===== src/rtl/clkratio_det.sv =====
// Measures a /2 or /4 divided clock sampled in the clkin domain and reports a locked, symmetric ratio.
// Outputs registered, 2 clkin edges after a divclk level is first captured; no backpressure.
module clkratio_det #(
  parameter int CNT_W      = 4,
  parameter int LOCK_COUNT = 4
) (
  input  logic             clkin,
  input  logic             rstb,
  input  logic             divclk,
  output logic [CNT_W-1:0] period,
  output logic             div4not2,
  output logic             locked,
  output logic             err
);

  localparam logic [CNT_W-1:0] MAX    = {CNT_W{1'b1}};
  localparam logic [CNT_W-1:0] P2     = CNT_W'(2);
  localparam logic [CNT_W-1:0] P4     = CNT_W'(4);
  localparam logic [3:0]       LOCK_M = 4'(LOCK_COUNT);

  typedef enum logic [1:0] {ST_SEED, ST_HUNT, ST_LOCKED} state_t;

  state_t           state, state_nxt;
  logic             s1, s2, s3;
  logic [CNT_W-1:0] cnt, hi_w, cand, cand_nxt, period_nxt;
  logic [3:0]       mcnt, mcnt_nxt, new_m;
  logic             rise, fall, qual, timeout;
  logic             div4_nxt, locked_nxt, err_nxt;

  always_ff @(posedge clkin or negedge rstb) begin
    if (!rstb) begin
      s1 <= 1'b0;
      s2 <= 1'b0;
      s3 <= 1'b0;
    end else begin
      s1 <= divclk;
      s2 <= s1;
      s3 <= s2;
    end
  end

  assign rise = s2 & ~s3;
  assign fall = ~s2 & s3;

  always_ff @(posedge clkin or negedge rstb) begin
    if (!rstb) begin
      cnt  <= '0;
      hi_w <= '0;
    end else begin
      if (rise)
        cnt <= CNT_W'(1);
      else if (cnt != MAX)
        cnt <= cnt + CNT_W'(1);
      if (fall)
        hi_w <= cnt;
    end
  end

  // cnt still holds the pre-reload count on a rise cycle, so it is the measured period.
  assign qual    = (cnt >= P2) && (cnt != MAX) && ({hi_w, 1'b0} == {1'b0, cnt});
  assign timeout = ~rise && (cnt == MAX);
  assign new_m   = ((mcnt != 4'd0) && (cnt == cand)) ? mcnt + 4'd1 : 4'd1;

  always_comb begin
    state_nxt  = state;
    cand_nxt   = cand;
    mcnt_nxt   = mcnt;
    period_nxt = period;
    div4_nxt   = div4not2;
    locked_nxt = locked;
    err_nxt    = 1'b0;
    case (state)
      ST_SEED: begin
        if (rise) begin
          state_nxt = ST_HUNT;
          mcnt_nxt  = 4'd0;
        end
      end
      ST_HUNT: begin
        if (rise) begin
          if (!qual) begin
            mcnt_nxt = 4'd0;
          end else begin
            cand_nxt = cnt;
            mcnt_nxt = new_m;
            if (new_m == LOCK_M) begin
              state_nxt  = ST_LOCKED;
              period_nxt = cnt;
              div4_nxt   = (cnt == P4);
              locked_nxt = 1'b1;
            end
          end
        end else if (timeout) begin
          state_nxt = ST_SEED;
          err_nxt   = 1'b1;
        end
      end
      ST_LOCKED: begin
        if (rise) begin
          if (!(qual && (cnt == period))) begin
            state_nxt  = ST_HUNT;
            err_nxt    = 1'b1;
            period_nxt = '0;
            div4_nxt   = 1'b0;
            locked_nxt = 1'b0;
            cand_nxt   = qual ? cnt : cand;
            mcnt_nxt   = qual ? 4'd1 : 4'd0;
          end
        end else if (timeout) begin
          state_nxt  = ST_SEED;
          err_nxt    = 1'b1;
          period_nxt = '0;
          div4_nxt   = 1'b0;
          locked_nxt = 1'b0;
        end
      end
      default: begin
        state_nxt  = ST_SEED;
        period_nxt = '0;
        div4_nxt   = 1'b0;
        locked_nxt = 1'b0;
      end
    endcase
  end

  always_ff @(posedge clkin or negedge rstb) begin
    if (!rstb) begin
      state    <= ST_SEED;
      cand     <= '0;
      mcnt     <= 4'd0;
      period   <= '0;
      div4not2 <= 1'b0;
      locked   <= 1'b0;
      err      <= 1'b0;
    end else begin
      state    <= state_nxt;
      cand     <= cand_nxt;
      mcnt     <= mcnt_nxt;
      period   <= period_nxt;
      div4not2 <= div4_nxt;
      locked   <= locked_nxt;
      err      <= err_nxt;
    end
  end

endmodule


===== config.mk =====
export PLATFORM = sky130hd
export DESIGN_NAME = clkratio_det
export DESIGN_NICKNAME = d
export VERILOG_FILES = /design/src/rtl/clkratio_det.sv
export SDC_FILE = /design/constraint.sdc
export NUM_CORES = 1
export LEC_CHECK = 0
export ABC_AREA = 1
export CORE_UTILIZATION = 50
export DETAILED_ROUTE_END_ITERATION = 8
export GPL_ROUTABILITY_DRIVEN = 0
export GPL_TIMING_DRIVEN = 0
export PLACE_DENSITY = 0.73
export SKIP_CTS_REPAIR_TIMING = 1
export SYNTH_ARGS = -nofsm -noshare
export SYNTH_HDL_FRONTEND = slang
export SYNTH_SLANG_ARGS = --single-unit

===== constraint.sdc =====
create_clock -name clkin -period 1.6 [get_ports clkin]
set_input_delay 0.32 -clock clkin [delete_from_list [all_inputs] [get_ports clkin]]
set_output_delay 0.32 -clock clkin [all_outputs]
set_load 0.02 [all_outputs]

# ---- Word-level counts from Yosys, hierarchy flattened
# Index checks and enable logic that the tools add are counted.
dict set report op_classes {
  addsub 2
  magnitude_cmp 1
  n_eq_ne 19
  n_mux 46
  n_bitwise 6
  reduce_logical 14
}
# op count
set op_table {}
lappend op_table {{$mux W4} 18}
lappend op_table {{$pmux W4 S3} 2}
lappend op_table {{$mux W1} 14}
lappend op_table {{$mux W2} 7}
lappend op_table {{$ne A2 B2 Y1 const B} 6}
lappend op_table {{$ne A3 B3 Y1 const B} 4}
lappend op_table {{$add A4 B1 Y4 const B} 2}
lappend op_table {{$eq A4 B3 Y1 const B} 2}
lappend op_table {{$eq A4 B4 Y1} 2}
lappend op_table {{$pmux W4 S2} 1}
lappend op_table {{$reduce_and A4 Y1} 2}
lappend op_table {{$pmux W1 S3} 2}
lappend op_table {{$pmux W2 S3} 1}
lappend op_table {{$reduce_and A6 Y1} 1}
lappend op_table {{$eq A5 B4 Y1} 1}
lappend op_table {{$logic_and A1 B1 Y1} 5}
lappend op_table {{$reduce_and A5 Y1} 1}
lappend op_table {{$eq A4 B4 Y1 const B} 1}
lappend op_table {{$ge A4 B2 Y1 const B} 1}
lappend op_table {{$ne A4 B4 Y1 const B} 1}
lappend op_table {{$not A1 Y1} 4}
lappend op_table {{$reduce_bool A2 Y1} 2}
lappend op_table {{$reduce_bool A4 Y1} 1}
lappend op_table {{$reduce_bool A3 Y1} 1}
lappend op_table {{other kinds (5)} 6}
dict set report totals {
  register_bits 28
  input_bits 3
  output_inout_bits 7
  word_cells 100
}

# ---- Longest topological paths before layout
dict set report depth {
  depth_word 8
  mapped_depth 15
  mapped_depth_nobuf 14
}

# ---- Worst setup path before layout
# Ideal clock, no wire load.
dict set report synth_path {
  kind {register -> register}
  from {register cnt[1]}
  to {register div4not2}
  setup_time_ns 0.118
  arrival_time_ns 1.621
  required_time_ns 1.482
  setup_slack_ns -0.139
  stages_incl_launch_ff 14
  n_path_buf 1
  period_less_slack_ns 1.739
  path_cell_list {dfrtp_1 ha_1 nand2_4 nor2_8 nand2_2 nand2_2 inv_2 nand2_1 nand3_2 nor2_4 nand3_2 buf_6 nand2_2 o21ai_2}
}
dict set report synth_between {
  elab_chain_cells 6
  elab_cells_between_ends 23
  classes_between {1 x order compare; 11 x eq/ne; 5 x mux; 6 x reduce/logical}
}
# element line_no
set synth_lines {}
lappend synth_lines {{start: declaration} 25} ;# logic [CNT_W-1:0] cnt, hi_w, cand, cand_nxt, period_nxt;
lappend synth_lines {{start signal: assignment} 53} ;# cnt <= cnt + CNT_W'(1);
lappend synth_lines {{$ge A4 B2 Y1 (tied with other cells)} 60} ;# assign qual = (cnt >= P2) && (cnt != MAX) && ({hi_w, 1'b0} == {1'b0, cnt});
lappend synth_lines {{$logic_and A1 B1 Y1 (on tied branches)} {60, 62}}
lappend synth_lines {{$logic_and A1 B1 Y1 or $mux W4 (tied branches)} {60, 62}}
lappend synth_lines {{$logic_and A1 B1 Y1 or $eq A4 B3 Y1 (tied branches)} {100, 86}}
lappend synth_lines {{$ne A3 B3 Y1 (no source line) or $ne A2 B2 Y1 (tied branches)} -}
lappend synth_lines {{$reduce_and A6 Y1 (no source line)} -}
lappend synth_lines {{end signal: assignment} 140} ;# div4not2 <= div4_nxt;
lappend synth_lines {{end: declaration} 11} ;# output logic div4not2,
# Several ways; a longest one is shown, not always the timed one. The select of a mux whose other input is x is not followed.
# A chain may end at the register's enable or synchronous reset.

# ---- Worst setup path after layout
dict set report layout_path {
  from {register cnt[0]}
  to {register period[2]}
}
dict set report layout_between {
  elab_chain_cells 6
  elab_cells_between_ends 18
  classes_between {1 x order compare; 10 x eq/ne; 1 x mux; 6 x reduce/logical}
}
# element line_no
set layout_lines {}
lappend layout_lines {{$ge A4 B2 Y1 (tied with other cells)} 60}
lappend layout_lines {{$logic_and A1 B1 Y1 (on tied branches)} {60, 62}}
lappend layout_lines {{$logic_and A1 B1 Y1 or $mux W4 (tied branches)} {60, 62}}
lappend layout_lines {{$logic_and A1 B1 Y1 or $eq A4 B3 Y1 (tied branches)} {100, 86}}
lappend layout_lines {{$ne A3 B3 Y1 (no source line) or $ne A2 B2 Y1 (tied branches)} -}
lappend layout_lines {{$reduce_and A6 Y1 (no source line) *} -}
lappend layout_lines {{end signal: assignment} 139} ;# period <= period_nxt;
lappend layout_lines {{end: declaration} 10} ;# output logic [CNT_W-1:0] period,
# Mark *: on every way between the ends. The rest lies on a longest branch, timed or not.

==> summary.md <==
| Metric | Value |
|---|---|
| WL met1 | `1.550 mm` |
| Clock Path Buffers | `2` |
| Setup CP Type | `reg2reg` |
| Worst relative slew slack | `0.5874` |
| CP dominant cell by count | `nand3_4` |
| Tot Pwr | `3.533 mW` |
| Crit-path cells | `buf_6 -> inv_6 -> ha_4 -> nor2_2 -> nand2_1 -> nand2_1 -> nand2_2 -> nand3_4 -> nor2_4 -> nand3_4 -> nand3_4 -> buf_8 -> nand2_2 -> o21ai_2` |
| Met2 wire length | `1.893 mm` |
| Vias in the first global route | `1271` |
| Commonest non-fill, non-tap cell in the layout | `nand2_1` |
| CP peak stage delay | `0.44 ns` |
| Core area | `0.003178 mm^2` |
| Clk sinks | `28` |
| Ys Warns | `0` |
| Clock Skews | `0.002005 ns` |
| DIE AREA | `0.003697 mm^2` |
| Area leader, netlist | `dfrtp_1` |
| Period utilisation layout | `1.129` |
| Min Hold Slack | `-0.04221 ns` |
| Arr. time, crit path | `2.10 ns` |
| First-pass GRT wire length | `5.430 mm` |
| Antenna Nets Post-Route | `0` |
| Cell variety after synth | `30` |
| Post-synth top area share | `0.4052` |
| Clock Root Buffer | `clkbuf_4` |
| Clock transition at the registers of the reported paths | `0.16 ns` |
| Die Width | `60.81 um` |
| DR pass1 iterations | `4` |
| Chip height | `60.81 um` |
| Metal3 WL | `101 um` |
| Worst skew pair latency | `0.35 ns` |
| Setup TNS Final | `-2.640 ns` |
| CP max stage cell | `dfrtp_1` |
| Largest net degree at the start of global routing | `29` |
| P&R area growth vs syn | `26.12%` |
| FF-to-FF path depth | `14` |
| Total grt overflow | `0` |
| Drt initial violations | `79` |
| Sequential share of the synthesized area | `0.4052` |
| Ports | `10` |
| Diode count | `0` |
| CP endpoint kind | `flip-flop` |
| Max Fclk | `553.6 MHz` |
| Pwr dens | `1620 mW/mm^2` |
| Total of max-cap violations | `0` |
| H-tree depth | `1` |
| CTS tree | `built` |
| Placed wire-length estimate | `2.392 mm` |
| Period minus WS final | `1.806 ns` |
| Nets@finish | `245` |
| Pre-CTS setup slack | `-0.3517 ns` |
| Row count | `20` |
| Syn Nets | `221` |
| Violated checks | `negative hold slack, negative setup slack` |
| WP data required | `1.89 ns` |
| CP startpoint kind | `flip-flop` |
| Post-route setup slack | `-0.2065 ns` |
| Routed vias | `1430` |
| Mapped Cells | `209` |
| Outcome | `finished with violations` |
| CTS buffer count | `3` |
| Initial Util | `0.5441` |
| Worst hold path class | `in2async` |
| Commonest cells after routing, fill and taps aside | `nand2_1, dfrtp_1, inv_1` |
| Final slew viol count | `0` |
| Unrepaired setup endpoints after global routing | `yes` |
| Initial antenna violation count | `0` |
| Final hold violation count | `28` |
| Top cells by area, synth | `dfrtp_1, nand2_1, ha_1` |
| Static Leakage | `1.133 nW` |
| WL/cell | `13.08 um` |
| Post-detailed-routing wire length | `3.611 mm` |
| Share of cells above drive strength 1 | `0.3190` |
| Crit-path max FO | `6` |
| Avg Inst Size Synth | `8.273 um^2` |
| GR Util All Layers | `0.2023` |
| DRC viols | `0` |
| PortBufs | `9` |
| Vias per inst | `5.181` |
| Worst Tran Pin Value | `0.6189 ns` |
| Uppermost layer routed | `met4` |
| Maximum vdd drop | `807.7 uV` |
| Final setup viols | `17` |
| Cell area after synthesis | `0.001729 mm^2` |
| Flops & latches, synth | `28` |
==> stage by stage <==
stage               cells  utilization  instance area [um^2]  hold WS [ns]
floorplan             209            -                  1772       0.02441
detailed placement    262       0.6032                  1917        0.3436
global route          276       0.6862                  2181      0.001387
CTS                   266       0.6197                  1969        0.3754
finish                276       0.6862                  2181      -0.04221
global placement      262       0.6032                  1917        0.3422
==> per-layer routing <==
metal,vias to the layer above,GRT usage
met5,-,0
met4,0,0.1039
met3,5,0.03412
met2,23,0.3485
met1,691,0.2427
li1,711,-
==> flip-flops by register name, indices dropped and copies added, names as in the netlist, 2 cells and up <==
signal  flops
state       2
mcnt        4
hi_w        4
period      4
cnt         4
cand        4
==> cells in the mapped netlist (all sizes together) <==
cell type   n
a31oi       2
a2111oi     1
a21oi       3
a211oi      1
o21ai      19
nor3        2
inv        26
nand2      67
nand4       2
nor2       18
ha          9
xnor2       2
dfrtp      28
and2        2
nand3      17
buf         5
o211ai      1
xor2        4
==> cells by family after synthesis <==
| family | after synthesis | share of synthesized area |
|---|---|---|
| flops | 28 | 0.4052 |
| xor+xnor | 6 | 0.03039 |
| buf+inv | 31 | 0.08393 |
| simple gates | 108 | 0.3198 |
| fa+ha+maj | 9 | 0.06512 |
| compound gates | 27 | 0.09551 |
==> worst paths after layout <==
check | start | endpoint | slack [ns]
setup / recovery | cnt[0] | period[2] | -0.21
hold / removal | rstb | div4not2 | -0.04
setup reg to reg | cnt[0] | period[2] | -0.21
hold reg to reg | s1 | s2 | 0.38
max in group asynchronous | rstb | cnt[1] | 1.21
min in group clkin | s1 | s2 | 0.38
==> power breakdown <==
part	switching (mW)	total, mW	internal (mW)
Combinational	1.17	1.98	0.813
Clock	0.234	0.488	0.254
Sequential	0.171	1.07	0.894
==> worst max-delay path, delay by kind of cell, from the launching register on <==
kind / cells / cell delay (ns)
AO/OA/AOI/OAI: 1 / 0.05
adder cells (fa/ha/maj): 1 / 0.12
buffers and inverters: 3 / 0.34
flip-flops: 1 / 0.44
AND/OR/NAND/NOR: 9 / 0.79
==> area by class of cell <==
class | instances | area (um^2)
inverters | 26 | 107.6
clock buffers | 3 | 22.52
flip-flops and latches | 28 | 703.2
well taps | 44 | 55.05
repair buffers | 19 | 198.9
multi-input cells | 150 | 1011
plain buffers | 5 | 52.55
clock inverters | 1 | 30.03
fillers | 255 | 997.2
Note: power is estimated with default switching activity, not from simulation.
